==> src/rtl/sensor_sample_scheduler.sv <==
// sensor_sample_scheduler
//   Builds one coherent fusion sample frame per sample period. Each frame reads Accel1,
//   Accel2 and Gyro in turn over one shared read-request interface. Each read is held until
//   ReadValid arrives or the per-read timeout expires. The three values are then published
//   together, followed by a DataReady pulse. Frame ticks that arrive while a frame is still
//   running are dropped and counted as overruns.
//
// Optional feature: define SAMPLE_SEQ_EN to add the SampleSeq frame counter output.
//
// Ports
//   clk        system clock, rising edge
//   reset      synchronous active-high reset, dominant
//   Enable     1 = schedule frames, 0 = no new frame starts
//   ReadReq    read request to the sensor bus controller
//   ReadAddr   channel address, valid while ReadReq = 1 (0 otherwise)
//   ReadValid  one-cycle strobe, ReadData valid for the current request
//   ReadData   sensor sample
//   Accel1     latched accelerometer axis 1
//   Accel2     latched accelerometer axis 2
//   Gyro       latched gyro rate
//   DataReady  frame-valid pulse, PULSE_CYCLES long
//   Fault      sticky per-channel timeout flags {Gyro, Accel2, Accel1}
//   Overrun    saturating count of dropped frame ticks
//   SampleSeq  (SAMPLE_SEQ_EN only) wrapping count of published frames
//   Busy       high whenever the FSM is not idle
module sensor_sample_scheduler #(
  parameter int unsigned PERIOD       = 100000,
  parameter int unsigned TIMEOUT      = 255,
  parameter int unsigned PULSE_CYCLES = 2,
  parameter logic [2:0]  ADDR_ACCEL1  = 3'd0,
  parameter logic [2:0]  ADDR_ACCEL2  = 3'd1,
  parameter logic [2:0]  ADDR_GYRO    = 3'd2
) (
  input  logic        clk,
  input  logic        reset,
  input  logic        Enable,
  output logic        ReadReq,
  output logic [2:0]  ReadAddr,
  input  logic        ReadValid,
  input  logic [9:0]  ReadData,
  output logic [9:0]  Accel1,
  output logic [9:0]  Accel2,
  output logic [9:0]  Gyro,
  output logic        DataReady,
  output logic [2:0]  Fault,
  output logic [7:0]  Overrun,
`ifdef SAMPLE_SEQ_EN
  output logic [15:0] SampleSeq,
`endif
  output logic        Busy
);

  localparam int unsigned PeriodW = (PERIOD > 1) ? $clog2(PERIOD) : 1;
  localparam int unsigned WaitW   = (TIMEOUT > 1) ? $clog2(TIMEOUT + 1) : 1;

  localparam logic [PeriodW-1:0] PeriodLast = PeriodW'(PERIOD - 1);
  localparam logic [WaitW-1:0]   WaitLast   = WaitW'(TIMEOUT - 1);
  localparam logic [3:0]         PulseLast  = 4'(PULSE_CYCLES);

  typedef enum logic [1:0] {StIdle, StReq, StStore, StPulse} state_e;

  state_e              state_q, state_d;
  logic [PeriodW-1:0]  per_cnt_q, per_cnt_d;
  logic [WaitW-1:0]    wait_q, wait_d;
  logic [1:0]          idx_q, idx_d;
  logic                gap_q, gap_d;
  logic [3:0]          pulse_q, pulse_d;
  logic [9:0]          sh_a1_q, sh_a1_d, sh_a2_q, sh_a2_d, sh_g_q, sh_g_d;
  logic [9:0]          a1_q, a1_d, a2_q, a2_d, g_q, g_d;
  logic [2:0]          fault_q, fault_d;
  logic [7:0]          overrun_q, overrun_d;
`ifdef SAMPLE_SEQ_EN
  logic [15:0]         seq_q, seq_d;
`endif

  logic tick;
  logic timed_out;
  logic read_done;

  always_comb begin
    tick      = Enable && (per_cnt_q == PeriodLast);
    timed_out = (wait_q == WaitLast);
    read_done = 1'b0;

    if (!Enable || tick) begin
      per_cnt_d = '0;
    end else begin
      per_cnt_d = per_cnt_q + 1'b1;
    end

    state_d   = state_q;
    wait_d    = wait_q;
    idx_d     = idx_q;
    gap_d     = gap_q;
    pulse_d   = pulse_q;
    sh_a1_d   = sh_a1_q;
    sh_a2_d   = sh_a2_q;
    sh_g_d    = sh_g_q;
    a1_d      = a1_q;
    a2_d      = a2_q;
    g_d       = g_q;
    fault_d   = fault_q;
    overrun_d = overrun_q;
`ifdef SAMPLE_SEQ_EN
    seq_d     = seq_q;
`endif

    // A tick that finds a frame still running is dropped; the frame itself is untouched.
    if (tick && (state_q != StIdle) && (overrun_q != 8'hFF)) begin
      overrun_d = overrun_q + 8'd1;
    end

    unique case (state_q)
      StIdle: begin
        if (tick) begin
          idx_d   = 2'd0;
          gap_d   = 1'b0;
          wait_d  = '0;
          state_d = StReq;
        end
      end
      StReq: begin
        if (gap_q) begin
          // Single request-low cycle between consecutive channels.
          gap_d = 1'b0;
        end else begin
          wait_d    = wait_q + 1'b1;
          read_done = ReadValid || timed_out;
          // Data wins over a timeout reached in the same cycle.
          if (ReadValid) begin
            case (idx_q)
              2'd0:    sh_a1_d = ReadData;
              2'd1:    sh_a2_d = ReadData;
              default: sh_g_d  = ReadData;
            endcase
          end else if (timed_out) begin
            fault_d = fault_q | (3'b001 << idx_q);
          end
          if (read_done) begin
            wait_d = '0;
            if (idx_q == 2'd2) begin
              state_d = StStore;
            end else begin
              idx_d = idx_q + 2'd1;
              gap_d = 1'b1;
            end
          end
        end
      end
      StStore: begin
        a1_d    = sh_a1_q;
        a2_d    = sh_a2_q;
        g_d     = sh_g_q;
        pulse_d = 4'd0;
`ifdef SAMPLE_SEQ_EN
        seq_d   = seq_q + 16'd1;
`endif
        state_d = StPulse;
      end
      StPulse: begin
        // pulse_q == 0 is a setup cycle so data is stable before DataReady rises.
        pulse_d = pulse_q + 4'd1;
        if (pulse_q == PulseLast) begin
          state_d = StIdle;
        end
      end
      default: state_d = StIdle;
    endcase
  end

  always_ff @(posedge clk) begin
    if (reset) begin
      state_q   <= StIdle;
      per_cnt_q <= '0;
      wait_q    <= '0;
      idx_q     <= 2'd0;
      gap_q     <= 1'b0;
      pulse_q   <= 4'd0;
      sh_a1_q   <= '0;
      sh_a2_q   <= '0;
      sh_g_q    <= '0;
      a1_q      <= '0;
      a2_q      <= '0;
      g_q       <= '0;
      fault_q   <= '0;
      overrun_q <= '0;
`ifdef SAMPLE_SEQ_EN
      seq_q     <= '0;
`endif
    end else begin
      state_q   <= state_d;
      per_cnt_q <= per_cnt_d;
      wait_q    <= wait_d;
      idx_q     <= idx_d;
      gap_q     <= gap_d;
      pulse_q   <= pulse_d;
      sh_a1_q   <= sh_a1_d;
      sh_a2_q   <= sh_a2_d;
      sh_g_q    <= sh_g_d;
      a1_q      <= a1_d;
      a2_q      <= a2_d;
      g_q       <= g_d;
      fault_q   <= fault_d;
      overrun_q <= overrun_d;
`ifdef SAMPLE_SEQ_EN
      seq_q     <= seq_d;
`endif
    end
  end

  always_comb begin
    ReadReq  = (state_q == StReq) && !gap_q;
    ReadAddr = 3'd0;
    if (ReadReq) begin
      case (idx_q)
        2'd0:    ReadAddr = ADDR_ACCEL1;
        2'd1:    ReadAddr = ADDR_ACCEL2;
        default: ReadAddr = ADDR_GYRO;
      endcase
    end
  end

  assign DataReady = (state_q == StPulse) && (pulse_q != 4'd0);
  assign Busy      = (state_q != StIdle);
  assign Accel1    = a1_q;
  assign Accel2    = a2_q;
  assign Gyro      = g_q;
  assign Fault     = fault_q;
  assign Overrun   = overrun_q;
`ifdef SAMPLE_SEQ_EN
  assign SampleSeq = seq_q;
`endif

endmodule

==> config.mk <==
export PLATFORM = sky130hd
export DESIGN_NAME = sensor_sample_scheduler
export DESIGN_NICKNAME = d
export VERILOG_FILES = /design/src/rtl/sensor_sample_scheduler.sv
export SDC_FILE = /design/constraint.sdc
export NUM_CORES = 1
export LEC_CHECK = 0
export ABC_AREA = 1
export CAP_MARGIN = 20
export CELL_PAD_IN_SITES_DETAIL_PLACEMENT = 1
export CELL_PAD_IN_SITES_GLOBAL_PLACEMENT = 2
export CORE_AREA = 2 2 121 123
export DETAILED_ROUTE_END_ITERATION = 12
export DIE_AREA = 0 0 123 125
export GPL_TIMING_DRIVEN = 0
export PLACE_DENSITY_LB_ADDON = 0.1
export SYNTH_ARGS = -nofsm -noshare
export SYNTH_HDL_FRONTEND = slang
export SYNTH_SLANG_ARGS = --single-unit
export TNS_END_PERCENT = 100
==> constraint.sdc <==
create_clock -name clk -period 3.2 [get_ports clk]
set_input_delay 0.8 -clock clk [delete_from_list [all_inputs] [get_ports clk]]
set_output_delay 0.8 -clock clk [all_outputs]
set_load 0.005 [all_outputs]
==> out/metrics.cfg, run 1 <==
[run_status]
status = finished clean

[floorplan]
core_sq_um = 14200
die_w_um = 123
io_pins = 61
num_rows = 44
initial_core_util = 0.331
dieArea_sq_um = 15400
fp.dieH_um = 125

[timing]
rsz0062_at_grt = no
slew_headroom = 0.592
fin_crit_ns = 3.01
tns_ns = 0
setup_violations = 0
worst_slew_pin_slew_ns = 0.612
post-route-period-util = 0.942
fmax_mhz = 332
hold_slack_ns = 0.454
slew_viol_final = 0
fin_skew_ns = 0.00855
hold_viol_final = 0
worst_slack_ns = 0.186

[routing]
drt_iter0_drc = 194
viasPerCell = 4.79
dr.pass1.iters = 4
drc = 0
routed-via-count = 4267
wl_per_cell_um = 14.7
antenna_left = 0
routed_wl_um = 13100

[global_route]
grt_max_degree = 17
grt_use_total = 0.179
grt_pass1_vias = 4317
grt_pass1_wl_um = 21700
antenna_found_initial = 0
overflow = 0

[placed_design]
io_buffers = 57
place_area_sq_um = 5500
detailedPlace.worstSlack_ns = 0.392
hpwl_um = 9740
finalWeightedCongestion = 0.765
dp.cells = 876

[final_layout]
num-nets-final = 732
final_cell_area_sq_um = 5790
final_cells = 891
fill_cells = 1787
num_antenna_cells = 0
syn2layout_area_growth_pct = 23.4
post-route-util = 0.408
drive_above_1_share = 0.0736

[worst_setup_path]
critPathMaxFanout = 10
cp-start-kind = flop
crit_type = flop to primary output
crit_path_end_kind = primary output
critical_path_required_ns = 2.40
crit_arrival_ns = 2.21

[synth]
synth_xor_area_frac = 0.0187
synthAdderAreaFrac = 0.0400
yosysSeqAreaShare = 0.448
synth_top_family_by_area = simple AND/OR/NAND/NOR gates
synth_area_leader_cell = dfxtp_1
postSynthAreaPerCell_sq_um = 7.39
synth_cell_type_count = 39
synth_compound_area_frac = 0.113
synthMuxAreaShare = 0
ys_ff_latch = 105
netlist_instances = 635
synth.most_common_cell = nor2_1
synthSimpleGateAreaFrac = 0.312
synth_top_cell_area_share = 0.448
synth_edf_count = 0
ys.flop_type = dfxtp_1
async_reset_ff_frac = 0
synthesis.nets = 664
yosys_warnings = 0
synthTopCellsByCount = nor2_1, dfxtp_1, nand2_1, o21ai_0, inv_1
yosys-top-cells-area = dfxtp_1, nor2_1, nand2_1
netlist_area_sq_um = 4700

[cts]
clk_latency_ns = 0.35
cts.clk_slew.worst_paths_ns = 0.07
post_cts_buffers = 0
cts_buffers = 9
htreeDepth = 3
root_buffer = clkbuf_16
clockBufferDepth = 2
holdBufCountCts = 0
cts_tree = done
clkSinkCount = 105

[min_path]
hp-class = flop to flop

[power_and_ir_drop]
power_mw = 3.71
leakagePower_nw = 2.20
vdd_drop_max_mv = 0.244
power_density_nw_per_um2 = 640

[job]
drv_cap = 0

flip-flops by register name, summed over array words and instances (netlist names), 10 cells and up:
| register | count |
|---|---|
| per_cnt_q | 17 |
| Accel1 | 10 |
| Accel2 | 10 |
| Gyro | 10 |
| sh_a1_q | 10 |
| sh_a2_q | 10 |
| sh_g_q | 10 |
worst paths after layout:
kind / from / endpoint / slack (ns) / cells past startpoint
max reg2reg: state_q[1] / sh_a2_q[6] / 1.35 / 10
min reg2reg: pulse_q[3] / pulse_q[3] / 0.45 / 1
max: state_q[1] / ReadAddr[1] / 0.19 / 8
min: pulse_q[3] / pulse_q[3] / 0.45 / 1
kinds of logic (layout without fill, tap and decap cells):
family | after synthesis | in the layout
xor+xnor | 10 | 10
other cells | 1 | 1
fa+ha+maj | 15 | 15
simple gates | 324 | 324
compound gates | 103 | 103
buf+inv | 77 | 149
flops | 105 | 105
cell usage in the layout (no fill, tap or decap), types with 2 or more instances in the layout:
master,instances
nor2_1,148
dfxtp_1,105
nand2_1,93
o21ai_0,57
clkdlybuf4s50_1,57
inv_1,46
a21oi_1,39
nand3_1,29
clkbuf_1,15
nand4_1,14
ha_1,14
nor3_1,10
clkbuf_16,9
nor2_2,8
xor2_1,7
nand3_2,6
clkinv_1,5
inv_2,3
nor2_4,3
a31oi_1,3
buf_4,3
xnor2_1,3
or2_2,3
nand2_2,2
buf_1,2
nor3b_1,2
clkinv_2,2
power by group:
group	switching [mW]	internal, mW	leakage [nW]
sequential	0.106	1.50	0.851
clock	0.496	0.603	0.139
combinational	0.547	0.455	1.21
timing repair:
item	4_1_cts	5_1_grt
endpoints found under the hold margin	0	0
endpoints found under the setup margin	1	1
gates cloned	0	0
resized for setup	1	1
metal layers:
layer	global-route usage	routed length, um	up-vias
li1	-	-	2181
met1	0.237	6350	2026
met2	0.299	6300	47
met3	0.0237	275	13
met4	0.0608	194	0
met5	0	0	-
critical path, cell delays in order (launching register included):
cell and delay [ns]:
dfxtp_1 0.33, inv_1 0.15, ha_4 0.20, inv_2 0.08
nor2_4 0.12, inv_2 0.07, nor3_4 0.18, buf_4 0.20
clkdlybuf4s50_1 0.53
cell type report:
cell class | instances | area, sq um | share of cell area
Buffer | 23 | 118 | 0.0203
Clock buffer | 10 | 229 | 0.0395
Clock inverter | 5 | 56.3 | 0.00972
Inverter | 54 | 203 | 0.0350
Multi-Input combinational cell | 453 | 2290 | 0.395
Sequential cell | 105 | 2100 | 0.363
Tap cell | 184 | 230 | 0.0397
Timing Repair Buffer | 57 | 571 | 0.0985
Note: power is estimated with default switching activity, not from simulation.
==> run 2: changes to the inputs <==
GPL_TIMING_DRIVEN = default   (was 0)
==> run 2 against run 1 <==
  * Critical path type unchanged
  * First-iteration DRC count shrank 15%
  * Die area is the same
  * Core utilization shrank 0.38 points
  * Sequential power is essentially flat
==> out/metrics.cfg, run 2 (synthesis results as in run 1) <==
[run_status]
status = finished clean

[placed_design]
io_buffers = 59  ; +3.5%
detailedPlace.worstSlack_ns = 0.421  ; +0.0288 ns
finalWeightedCongestion = 0.776  ; +1.4%
place_area_sq_um = 5440  ; -1.0%
dp.cells = 859  ; -1.9%
hpwl_um = 9170  ; -5.9%

[routing]
dr.pass1.iters = 4  ; unchanged
routed_wl_um = 12700  ; -3.3%
routed-via-count = 4213  ; -1.3%
antenna_left = 0  ; unchanged
drt_iter0_drc = 164  ; -15%
drc = 0  ; unchanged
wl_per_cell_um = 14.5  ; -1.9%
viasPerCell = 4.80  ; +0.20%

[final_layout]
post-route-util = 0.404  ; -0.00379
num-nets-final = 718  ; -1.9%
layout_commonest_cell = nor2_1
drive_above_1_share = 0.0749  ; +0.00138
mostFrequentLayoutCells = nor2_1, dfxtp_1, nand2_1
final_cell_area_sq_um = 5740  ; -0.93%
syn2layout_area_growth_pct = 22.2
num_antenna_cells = 0  ; unchanged
final_cells = 878  ; -1.5%
largest-register = per_cnt_q
largest_register_ffs = 17  ; unchanged

[timing]
worst_slack_ns = 0.165  ; -0.0210 ns
rsz0062_at_grt = no
worst_slew_pin_slew_ns = 0.570  ; -0.0414 ns
slew_headroom = 0.620  ; +0.0276
fin_crit_ns = 3.03  ; +0.0210 ns
fin_skew_ns = 0.00992  ; +0.00137 ns
post-route-period-util = 0.948  ; +0.00657
hold_viol_final = 0  ; unchanged
tns_ns = 0  ; unchanged
setup_violations = 0  ; unchanged
slew_viol_final = 0  ; unchanged
hold_slack_ns = 0.444  ; -0.0107 ns
fmax_mhz = 330  ; -0.69%

[worst_setup_path]
critPathMaxFanout = 6  ; -4
critical_path_required_ns = 2.40  ; about the same
cp-start-kind = flop
crit_type = flop to primary output
crit_path_end_kind = primary output
crit_arrival_ns = 2.23  ; +0.02 ns

[floorplan]
initial_core_util = 0.331  ; unchanged
io_pins = 61  ; unchanged
core_sq_um = 14200  ; unchanged
die_w_um = 123  ; unchanged
fp.dieH_um = 125  ; unchanged
num_rows = 44  ; unchanged
dieArea_sq_um = 15400  ; unchanged

[power_and_ir_drop]
clkPwrFrac = 0.292  ; -0.004
leakagePower_nw = 2.19  ; -0.57%
power.share.switching = 0.320  ; +0.0104
vdd_drop_max_mv = 0.271  ; +11%
comb_power_share = 0.267  ; -0.003
power_density_nw_per_um2 = 636  ; -0.66%
p_int_mw = 2.48  ; -3.1%
seqPwrFrac = 0.440  ; +0.007
power_switching_mw = 1.17  ; +1.7%
power_mw = 3.65  ; -1.6%

[cts]
cts.clk_slew.worst_paths_ns = 0.07  ; about the same
htreeDepth = 3  ; unchanged
cts_buffers = 9  ; unchanged
clkSinkCount = 105  ; unchanged
holdBufCountCts = 0  ; unchanged
clockBufferDepth = 2  ; unchanged
cts_tree = done
root_buffer = clkbuf_16
clk_latency_ns = 0.35  ; about the same

[global_route]
antenna_found_initial = 0  ; unchanged
grt_pass1_wl_um = 21000  ; -3.1%
overflow = 0  ; unchanged
grt_pass1_vias = 4198  ; -2.8%
grt_use_total = 0.171  ; -0.00819
grt_max_degree = 58  ; +41

[job]
drv_cap = 0  ; unchanged

[min_path]
hp-class = flop to flop

-- run 2: changes by cell type in the layout (fill, tap and decap cells not counted), moves of 2 or more --
cell	change
buf_1	-2
buf_4	+3
clkbuf_1	-14
clkdlybuf4s50_1	+2
inv_6	+2
-- run 2: worst paths after layout --
| path | from | endpoint | slack [ns] | depth (start not counted) |
|---|---|---|---|---|
| max reg2reg | state_q[1] | sh_a2_q[9] | 1.11 | 10 |
| min reg2reg | pulse_q[3] | pulse_q[3] | 0.44 | 1 |
| max | state_q[1] | ReadAddr[1] | 0.17 | 7 |
| min | pulse_q[3] | pulse_q[3] | 0.44 | 1 |
-- run 2: power by group through the flow --
stage | registers, mW | logic [mW] | clock network, mW
after floorplan | 1.63 | 0.518 | 0
after global placement | 1.63 | 0.963 | 0
after detailed placement | 1.64 | 0.981 | 0
after CTS | 1.61 | 0.989 | 1.11
after global routing | 1.63 | 1.12 | 1.16
final | 1.61 | 0.976 | 1.07
-- run 2: final cells by class --
type / instances / area [sq um]
fill: 1764 / 8460
multi-input combinational: 453 / 2270
sequential: 105 / 2100
timing repair buffer: 66 / 656
tap: 184 / 230
clock buffer: 10 / 229
inverter: 54 / 203
clock inverter: 6 / 47.5
-- run 2: repair_timing --
action	in CTS	in global routing
resized for setup	0	0
setup buffers	0	3
endpoints found under the setup margin	0	1
-- run 2: routing by layer --
metal  track usage  up-vias  share of wire
met2         0.268       39           0.45
met4        0.0582        0          0.014
met3        0.0310       11          0.025
met5             0        -              0
met1         0.236     2012           0.51
li1              -     2151              -
-- run 2: critical path: stages, from the launching register on --
cell,delay (ns)
dfxtp_1,0.33
inv_1,0.12
ha_1,0.29
inv_2,0.11
nor2_4,0.13
inv_2,0.07
nor3_4,0.26
clkdlybuf4s50_1,0.57
==> patch (settings of run 2) <==
Change the parameter `TIMEOUT` from 255 to 510.
--- a/src/rtl/sensor_sample_scheduler.sv
+++ b/src/rtl/sensor_sample_scheduler.sv
@@ -26,5 +26,5 @@
 module sensor_sample_scheduler #(
   parameter int unsigned PERIOD       = 100000,
-  parameter int unsigned TIMEOUT      = 255,
+  parameter int unsigned TIMEOUT      = 510,
   parameter int unsigned PULSE_CYCLES = 2,
   parameter logic [2:0]  ADDR_ACCEL1  = 3'd0,
Formal check against the unedited RTL: same outputs for any inputs over 10 cycles, from zero or initial values and one cycle with reset high; that may be too few to reach the edited logic, so the function may still have changed.
==> patch against run 2 <==
- die area did not move
- non-clock buffer count fell by 1
- area after synthesis rose by 0.69%
- total power rose by 0.56%
- routed wire length rose by 0.75%
- critical path depth did not move
- core utilization rose by 0.15 points
- sequential cell count rose by 1
- combinational power fell by 0.6%
- setup slack improved by 0.10 ns
- cell area rose by 0.37%
==> patch: results (changes against run 2) <==
[global_routing]
first_global_vias=4434  ; +5.6%
grt_pass1_wl_um=21800  ; +3.7%
initial_antenna_violation_count=0  ; unchanged
grt_max_degree=61  ; +5.2%
track_usage_pct=17.7  ; +0.58 points

[power_and_ir_drop]
comb_cell_power_mw=0.970  ; -0.6%
p_int_mw=2.50  ; +0.92%
seq_power_share_pct=44.2  ; +0.2 points
leakage_nw=2.23  ; +1.9%
ir_worst_vdd_v=0.000288  ; +6.5%

[cts]
cts_made_buffers=9  ; unchanged
worstSkewPairLatency_ns=0.35  ; about the same
cts-root-to-sink-buffers=2  ; unchanged
clock-root-buffer=sky130_fd_sc_hd__clkbuf_16
resized_gates_after_cts=0  ; unchanged
post_cts.repair.setup_buffers=0  ; unchanged

[route]
drt_iter0_drc=182  ; +11%
finalWirelength_um=12800  ; +0.75%
drt_pre_antenna_iters=4  ; unchanged
via_per_inst=4.82  ; +0.54%

[yosys]
synth_warnings=0  ; unchanged
synth.top_cells.by_count=sky130_fd_sc_hd__nor2_1, sky130_fd_sc_hd__dfxtp_1, sky130_fd_sc_hd__nand2_1, sky130_fd_sc_hd__o21ai_0, sky130_fd_sc_hd__inv_1
synth_nets=659  ; -0.75%
yosys_most_used_dff=sky130_fd_sc_hd__dfxtp_1
synth-async-reset-ratio_pct=0  ; unchanged
ys_types=36  ; -7.7%
sequential_element_share_of_the_synthesized_area_pct=44.9  ; +0.12 points
synth.area.top_cells=sky130_fd_sc_hd__dfxtp_1, sky130_fd_sc_hd__nor2_1, sky130_fd_sc_hd__nand2_1

[placed_design]
io_buffer_count=59  ; unchanged
routabilityCongestion=0.794  ; +2.3%
place.detailed.hpwl_um=9300  ; +1.5%

[finish]
antenna_diode_count=0  ; unchanged
largest_reg_flops=17  ; unchanged
final_nets=711  ; -0.97%
reg_with_most_ffs=per_cnt_q
layout_cells_sized_above_1_pct=7.13  ; -0.36 points

[min_path]
hp-class=reg2reg

[setup_path]
slowest_stage=sky130_fd_sc_hd__clkdlybuf4s50_1
path_max_fanout=6  ; unchanged
timing.critical_path.slowest_cell_delay_ns=0.54  ; -0.03 ns
path_delay_family=buffers and inverters
timing.critical_path.arrival_ns=2.13  ; -0.10 ns

[outcome]
run_status=complete, no violations

[sta]
setup_total_negative_slack_ns=0  ; unchanged
finClkSkew_ns=0.00825  ; -0.00168 ns
normalized_max_slew_margin_pct=57.3  ; -4.7 points

-- patch: per-stage QoR --
stage	power [mW]	setup WS [ns]	util [%]	area [um^2]	cells
6_report	3.67	0.266	40.6	5760	871
5_1_grt	3.93	0.118	40.6	5760	871
4_1_cts	3.75	0.235	40.6	5760	871
3_5_place_dp	2.64	0.568	38.5	5470	855
3_3_place_gp	2.61	0.686	38.5	5470	855
2_1_floorplan	2.16	1.17	-	4730	630
-- patch: cell families after synthesis --
group | Yosys count | synth area share, %
and+or+nand+nor | 311 | 29.9
DFF | 106 | 44.9
AOI/OAI and AO/OA | 101 | 10.8
buffers and inverters | 77 | 6.77
xor gates and xnor gates | 19 | 3.52
adders and majority gates | 15 | 3.97
other | 1 | 0.0793
-- patch: metal layers --
metal  GRT usage (%)  vias to the layer above  share of wire (%)  routed length (um)
li1                -                     2143                  -                   -
met1            23.6                     1998                 48                6160
met2            28.5                       47                 48                6080
met3            4.11                       14                3.1                 393
met4            4.88                        0                1.2                 148
met5               0                        -                  0                   0
-- patch: path summary, 6_finish.rpt --
check | from | to | slack (ns) | depth (start not counted)
max | state_q[1]$_SDFFE_PP0P_ | ReadAddr[0] | 0.27 | 7
min | per_cnt_q[0]$_SDFF_PP0_ | per_cnt_q[0]$_SDFF_PP0_ | 0.45 | 1
max reg2reg | state_q[1]$_SDFFE_PP0P_ | sh_a2_q[1]$_SDFFE_PP0P_ | 1.12 | 10
min reg2reg | per_cnt_q[0]$_SDFF_PP0_ | per_cnt_q[0]$_SDFF_PP0_ | 0.45 | 1
-- patch: area by class of cell --
cell class	count	area (um^2)
timing repair buffer	65	636
sequential	106	2120
tap	184	230
inverter	53	199
clock inverter	6	50.0
multi-input combinational	447	2290
fill	1754	8440
clock buffer	10	239
